[src/rtl/v_rams_pkg.sv]
// Shared defaults and FSM state type for the v_rams burst reader.
package v_rams_pkg;

    localparam int unsigned DEF_DATA_W = 16;
    localparam int unsigned DEF_ADDR_W = 6;

    typedef enum logic {
        IDLE,
        BURST
    } state_t;

endpackage

[src/rtl/v_rams_dp_dist.sv]
// Distributed RAM with one synchronous write port and one asynchronous read port.
module v_rams_dp_dist #(
    parameter int unsigned DATA_W = 16,
    parameter int unsigned ADDR_W = 6
) (
    input  logic              clk,
    input  logic              we,
    input  logic [ADDR_W-1:0] wa,
    input  logic [DATA_W-1:0] di,
    input  logic [ADDR_W-1:0] raddr,
    output logic [DATA_W-1:0] rdata
);

    logic [DATA_W-1:0] mem [2**ADDR_W];

    always_ff @(posedge clk) begin
        if (we) begin
            mem[wa] <= di;
        end
    end

    assign rdata = mem[raddr];

endmodule

[src/rtl/v_rams_reader.sv]
// Burst read engine: streams cmd_len words from cmd_addr over a valid/ready port.
// The read-data port is do_data because "do" is a reserved word in SystemVerilog.
module v_rams_reader
    import v_rams_pkg::*;
#(
    parameter int unsigned DATA_W = DEF_DATA_W,
    parameter int unsigned ADDR_W = DEF_ADDR_W
) (
    input  logic              clk,
    input  logic              rst,
    input  logic              we,
    input  logic [ADDR_W-1:0] wa,
    input  logic [DATA_W-1:0] di,
    input  logic              cmd_valid,
    output logic              cmd_ready,
    input  logic [ADDR_W-1:0] cmd_addr,
    input  logic [ADDR_W-1:0] cmd_len,
    output logic              do_valid,
    input  logic              do_ready,
    output logic [DATA_W-1:0] do_data,
    output logic              do_last
);

    state_t            state, state_nxt;
    logic [ADDR_W-1:0] raddr;
    logic [ADDR_W:0]   remaining;
    logic [DATA_W-1:0] rdata;
    logic              cmd_accept;
    logic              load;
    logic              last_load;

    v_rams_dp_dist #(
        .DATA_W(DATA_W),
        .ADDR_W(ADDR_W)
    ) u_ram (
        .clk  (clk),
        .we   (we && !rst),
        .wa   (wa),
        .di   (di),
        .raddr(raddr),
        .rdata(rdata)
    );

    always_comb begin
        cmd_ready  = (state == IDLE);
        cmd_accept = cmd_valid && cmd_ready;
        load       = (state == BURST) && (!do_valid || do_ready);
        last_load  = load && (remaining == (ADDR_W+1)'(1));
        state_nxt  = state;
        case (state)
            IDLE:    if (cmd_accept) state_nxt = BURST;
            BURST:   if (last_load)  state_nxt = IDLE;
            default: state_nxt = IDLE;
        endcase
    end

    always_ff @(posedge clk) begin
        if (rst) begin
            state     <= IDLE;
            raddr     <= '0;
            remaining <= '0;
            do_valid  <= 1'b0;
            do_last   <= 1'b0;
            do_data   <= '0;
        end else begin
            state <= state_nxt;
            if (cmd_accept) begin
                raddr <= cmd_addr;
                // A zero length stands for a full 2**ADDR_W-word sweep.
                remaining <= (cmd_len == '0) ? {1'b1, {ADDR_W{1'b0}}} : {1'b0, cmd_len};
            end
            if (load) begin
                do_data   <= rdata;
                do_last   <= (remaining == (ADDR_W+1)'(1));
                do_valid  <= 1'b1;
                raddr     <= raddr + ADDR_W'(1);
                remaining <= remaining - (ADDR_W+1)'(1);
            end else if (do_valid && do_ready) begin
                do_valid <= 1'b0;
            end
        end
    end

endmodule

[config.mk]
export PLATFORM = sky130hd
export DESIGN_NAME = v_rams_reader
export DESIGN_NICKNAME = d
export VERILOG_FILES = /design/src/rtl/v_rams_pkg.sv /design/src/rtl/v_rams_dp_dist.sv /design/src/rtl/v_rams_reader.sv
export SDC_FILE = /design/constraint.sdc
export NUM_CORES = 1
export LEC_CHECK = 0
export ABC_AREA = 1
export CORE_UTILIZATION = 40
export DETAILED_ROUTE_END_ITERATION = 12
export SYNTH_ARGS = -nofsm -noshare
export SYNTH_HDL_FRONTEND = slang
export SYNTH_SLANG_ARGS = --single-unit
[constraint.sdc]
create_clock -name clk -period 2.9 [get_ports clk]
set_input_delay 0.58 -clock clk [delete_from_list [all_inputs] [get_ports clk]]
set_output_delay 0.58 -clock clk [all_outputs]
set_load 0.02 [all_outputs]
==> results of run 1 <==
==> synth_stat cells (7+ instances only) <==
master,n
buf_2,95
nor2_1,614
nand4_1,11
buf_1,20
nand3_1,460
a21oi_1,75
nand2_1,1007
inv_1,109
o21ai_0,234
edfxtp_1,1024
buf_6,7
o21ai_1,14
dfxtp_1,32
clkbuf_1,75
buf_4,27
==> stage by stage <==
stage	utilization [%]	instances	area, um2	total power (uW)	hold slack (ns)
after floorplan	-	3830	43200	19200	0.454
after global routing	46.7	5484	50000	35700	0.103
after detailed placement	43.4	5287	46500	21000	0.476
final	46.7	5487	50000	34700	0.128
after global placement	43.4	5287	46500	21000	0.456
after CTS	46.7	5484	50000	34800	0.102
==> final timing paths <==
path                            depth (start not counted)                        end             startpoint  slack, ns
worst min-delay path                                    1  u_ram.mem[5][6]$_DFFE_PP_                  di[6]       0.13
worst max-delay path                                   10    do_data[6]$_SDFFE_PP0P_  raddr[0]$_SDFFE_PP0P_       0.38
worst min register to register                          2       do_last$_SDFFE_PP0P_   do_last$_SDFFE_PP0P_       0.48
worst max register to register                         10    do_data[6]$_SDFFE_PP0P_  raddr[0]$_SDFFE_PP0P_       0.38
==> registers in the layout, summed over array words and instances (netlist names) <==
| signal | cells |
|---|---|
| u_ram.mem | 1024 |
| do_data | 16 |
| remaining | 7 |
| raddr | 6 |
| do_last | 1 |
| do_valid | 1 |
| state | 1 |
==> where the power goes <==
part	internal, uW	total (uW)	switching, uW
registers	16800	16900	103
logic	1090	3840	2750
clock network	8040	13900	5890
==> layout by cell type (no fill, tap or decap), types with 6 or more instances in the layout <==
cell	Yosys	layout
dfxtp_1	32	29
clkbuf_1	75	14
a21oi_1	75	75
clkinv_2	0	19
buf_2	95	16
edfxtp_1	1024	1024
o21ai_0	234	234
clkdlybuf4s50_1	0	41
bufinv_16	0	15
nor2_1	614	614
buf_4	27	181
inv_1	109	105
nand2_1	1007	1006
nand4_1	11	11
clkinv_1	2	30
nand3_1	460	460
inv_6	0	6
buf_12	0	40
clkbuf_16	0	106
o21ai_1	14	14
==> cells by family (layout without fill, tap and decap cells) <==
group                      Yosys count  in the layout  synth area share, %
AOI/OAI and AO/OA                  335            335                 3.95
xor gates and xnor gates             2              2               0.0406
adders and majority gates            3              3               0.0869
buffers and inverters              336            587                 3.55
DFF                               1056           1056                 72.7
other                                0              3                    0
and+or+nand+nor                   2098           2098                 19.7
==> cell type report <==
type	count	area share, %
timing repair buffer	278	5.30
clock inverter	77	1.60
antenna	3	0.0150
inverter	112	0.871
sequential	1056	62.8
tap	1403	3.51
clock buffer	120	5.41
multi-input combinational	2438	20.5
==> metal layers <==
metal	track usage (%)	routed length, um
met1	34.2	55400
met2	37.1	59300
met3	4.37	12000
met4	7.50	3760
met5	0	10
==> critical path, delay by kind of cell, from the launching register on <==
kind                   cells  cell delay, ns
AOI/OAI and AO/OA          1            0.41
buffers and inverters      3            0.44
DFF                        1            0.47
and+or+nand+nor            6            0.98
==> results.json, run 1 <==
{
  "status": "finished clean",
  "wl_um": 130000,
  "antenna_found_initial": 4,
  "vias_per_cell": 5.40,
  "yosys_register_bits": 1056,
  "cap_violations": 0,
  "fin_crit_sh_pct": 86.8,
  "dieArea_um2": 109000,
  "nFillCells": 9634,
  "finalWeightedCongestion": 0.892,
  "drc": 0,
  "finalHoldViolations": 0,
  "synth_enable_flop_cells": 1024,
  "dp_slack_ns": 0.194,
  "clockBufferDepth": 3,
  "grt_pass1_vias": 27895,
  "area_delta_synth_final_pct": 15.8,
  "finClkSkew_ns": 0.0291,
  "worst_pin_slew_ns": 0.835,
  "slowest_delay_ns": 0.47,
  "num_rows": 120,
  "p_per_area_nw_per_um2": 694,
  "start_util_pct": 40.3,
  "wl_per_cell_um": 23.8,
  "ys_seq_area_share_pct": 72.7,
  "overflow": 0,
  "synth_area_leader_cell": "edfxtp_1",
  "critPathMaxFanout": 55,
  "postCtsSetupBuffers": 0,
  "multiInputGateArea_um2": 10300,
  "hp-class": "input pin to flop",
  "cp_cell_sequence": "inv_8 > buf_12 > o21ai_0 > nand3_1 > nand3_1 > nand2_1 > nand3_1 > nand3_1 > nand2_1 > inv_1",
  "ant_nets": 0,
  "finalWorstSetupSlack_ns": 0.382,
  "ir_worst_vdd_mv": 0.475,
  "insertion_delay_ns": 0.69,
  "synth_fp_nets": 3872,
  "worstPathRequired_ns": 3.47,
  "fin_tns_setup_ns": 0,
  "vias": 29615,
  "crit_slowest_cell": "dfxtp_4",
  "drt_iter0_markers": 3818,
  "timing.critical_path.mode_cell": "nand3_1",
  "io_pins": 58,
  "cts_resized": 0,
  "synth_area_um2": 43200,
  "netlist.area_leader.share_pct": 71.2,
  "start_kind": "flop",
  "ys_warn_count": 0,
  "grt_max_degree": 67,
  "rsz0062_at_grt": "no",
  "core_area_um2": 107000,
  "dp.final_hpwl_um": 81500,
  "netlist_top_cells_area": "edfxtp_1 (71%), nand2_1 (8.8%), nor2_1 (5.3%)",
  "ff_latch_area_um2": 31400,
  "maxSlewViolCount": 0,
  "die_w_um": 331,
  "crit_path_end_kind": "flop",
  "grt_pass1_wl_um": 189000,
  "nets": 4033,
  "synthArstFlopShare_pct": 0,
  "cts.sinks": 1056,
  "fmax_ghz": 0.397,
  "dieHeight_um": 331,
  "cts.clk_slew.worst_paths_ns": 0.06,
  "cts_tree": "yes",
  "max_slew_margin_pct": 44.3,
  "cts_htree_levels": 3,
  "grt.total_usage_pct": 23.9,
  "avgSynthCellArea_um2": 11.3,
  "cts_buffers": 105,
  "first_pass_iters": 6,
  "ys.flop_type": "edfxtp_1",
  "cts_hold_buf": 0,
  "yosysUniqueCellTypes": 28,
  "path_class": "flop to flop",
  "setup_viol": 0,
  "drive_gt1_share_pct": 9.88,
  "port_buffers": 57,
  "cp.arrival_ns": 3.09,
  "cellLeakagePower_uw": 0.0182,
  "synth_cells": 3830,
  "fin_crit_ns": 2.52,
  "clock-root-buffer": "clkbuf_16"
}
No activity file was read; power rests on OpenSTA's default activity.
==> run 2: changes to the inputs <==
clock period = 2.5 ns   (was 2.9 ns; I/O delays follow)
==> run 2 against run 1 <==
Effect of this change: clock-buffer cell count up 22; clock power up 13%; sequential share of layout area down 0.65 points; critical path depth down 9; largest power group unchanged.
==> results.json, run 2 (same netlist as run 1, synthesis figures left out) <==
{
  "status": "finished clean",
  "crit_start": "do_data[1]$_SDFFE_PP0P_",
  "nFillCells": 9568,
  "wl_um": 128000,
  "path_class": "flop to primary output",
  "vias_per_cell": 5.34,
  "clock-root-buffer": "clkbuf_16",
  "first_pass_iters": 6,
  "holdCritStartpoint": "di[9]",
  "setup_viol": 0,
  "ir_worst_vdd_mv": 0.642,
  "finalHoldViolations": 0,
  "cts_hold_buf": 0,
  "multiInputGateArea_um2": 10300,
  "cts.clk_slew.worst_paths_ns": 0.06,
  "maxSlewViolCount": 0,
  "start_kind": "flop",
  "drc": 0,
  "die_w_um": 331,
  "finClkSkew_ns": 0.0282,
  "final_cell_mix": "edfxtp_1 (1,024), nand2_1 (1,006), nor2_1 (614)",
  "power.total_uw": 39800,
  "overflow": 0,
  "area_delta_synth_final_pct": 17.0,
  "cts_resized": 0,
  "core_area_um2": 107000,
  "fmax_ghz": 0.413,
  "cellLeakagePower_uw": 0.0185,
  "slowest_delay_ns": 0.68,
  "critical_path_buf_inv_count": 1,
  "nets": 4065,
  "path_delay_family": "buffers and inverters",
  "grt.total_usage_pct": 23.5,
  "grtUsageMet3_pct": 4.79,
  "cp_cell_sequence": "clkdlybuf4s50_1",
  "busiest_layer": "met2",
  "num_rows": 120,
  "cts.sinks": 1056,
  "grt_pass1_wl_um": 186000,
  "crit_slowest_cell": "clkdlybuf4s50_1",
  "start_util_pct": 40.3,
  "met2_usage_pct": 36.6,
  "final_cell_count_no_fill": 5522,
  "dp_slack_ns": 0.0113,
  "rsz0062_at_grt": "no",
  "grt_pass1_vias": 28061,
  "drive_gt1_share_pct": 10.5,
  "dieArea_um2": 109000,
  "hold_slack_ns": 0.140,
  "layout_commonest_cell": "edfxtp_1",
  "insertion_delay_ns": 0.69,
  "postCtsSetupBuffers": 0,
  "grt_max_degree": 66,
  "ant_nets": 0,
  "hp-class": "input pin to flop",
  "ff_latch_area_um2": 31400,
  "finalWeightedCongestion": 0.923,
  "port_buffers": 57,
  "reg2reg_from": "raddr[0]$_SDFFE_PP0P_",
  "drt_iter0_markers": 3280,
  "wl_per_cell_um": 23.2,
  "dp.final_hpwl_um": 81200,
  "worst_pin_slew_ns": 0.751,
  "cts_tree": "yes",
  "io_pins": 58,
  "fin_crit_sh_pct": 96.8,
  "finalWorstSetupSlack_ns": 0.0794,
  "critPathMaxFanout": 2,
  "largestRegisters": "u_ram.mem: 1024 flops, do_data: 16 flops, remaining: 7 flops",
  "crit_path_end_kind": "primary output",
  "antenna_found_initial": 6,
  "cts_buffers": 108,
  "clockBufferDepth": 3,
  "numPlacedInstances": 5316,
  "regMostFlops": "u_ram.mem",
  "max_slew_margin_pct": 49.9,
  "final_core_util_pct": 47.2,
  "largest_register_ffs": 1024,
  "dieHeight_um": 331,
  "vias": 29507,
  "cp.arrival_ns": 1.92,
  "worstPathRequired_ns": 2.00,
  "cts_htree_levels": 3,
  "use_met1_pct": 33.1,
  "cap_violations": 0,
  "p_per_area_nw_per_um2": 787,
  "fin_crit_ns": 2.42
}
-- run 2: cell count changes in the layout (fill, tap and decap cells not counted), sizes merged --
cell / previous run / this run
clkinv: 52 / 54
bufinv: 15 / 6
clkinvlp: 5 / 3
clkbuf: 120 / 142
diode: 3 / 1
inv: 117 / 112
buf: 237 / 266
-- run 2: routing by layer --
metal / routed length, um / part of all wire (%)
met5: 31 / 0.024
met2: 58600 / 46
met3: 11300 / 8.8
met4: 3900 / 3.0
met1: 54600 / 43
-- run 2: cell type report --
type,instances,area share [%]
multi-input combinational,2438,20.3
sequential,1056,62.1
inverter,112,0.862
tap,1403,3.47
clock inverter,63,0.983
clock buffer,142,5.87
antenna,1,0.00495
timing repair buffer,307,6.37
-- run 2: report_power, final --
part	total, uW	leakage (uW)	switching [uW]	internal, uW
Sequential	19600	0.00947	111	19500
Clock	15700	0.00170	6700	8960
Combinational	4490	0.00728	3170	1320
-- run 2: worst paths after layout --
check,endpoint,slack (ns),depth (start not counted)
worst min register to register,do_last$_SDFFE_PP0P_,0.47,2
worst max register to register,do_data[14]$_SDFFE_PP0P_,0.10,14
worst max-delay path,do_data[1],0.08,1
worst min-delay path,u_ram.mem[5][9]$_DFFE_PP_,0.14,1
-- run 2: per-stage QoR --
step                      area (um2)  setup TNS, ns
after detailed placement       47100              0
after global placement         47100          -1.02
after global routing           50500              0
after floorplan                43200              0
final                          50500              0
after CTS                      50500              0
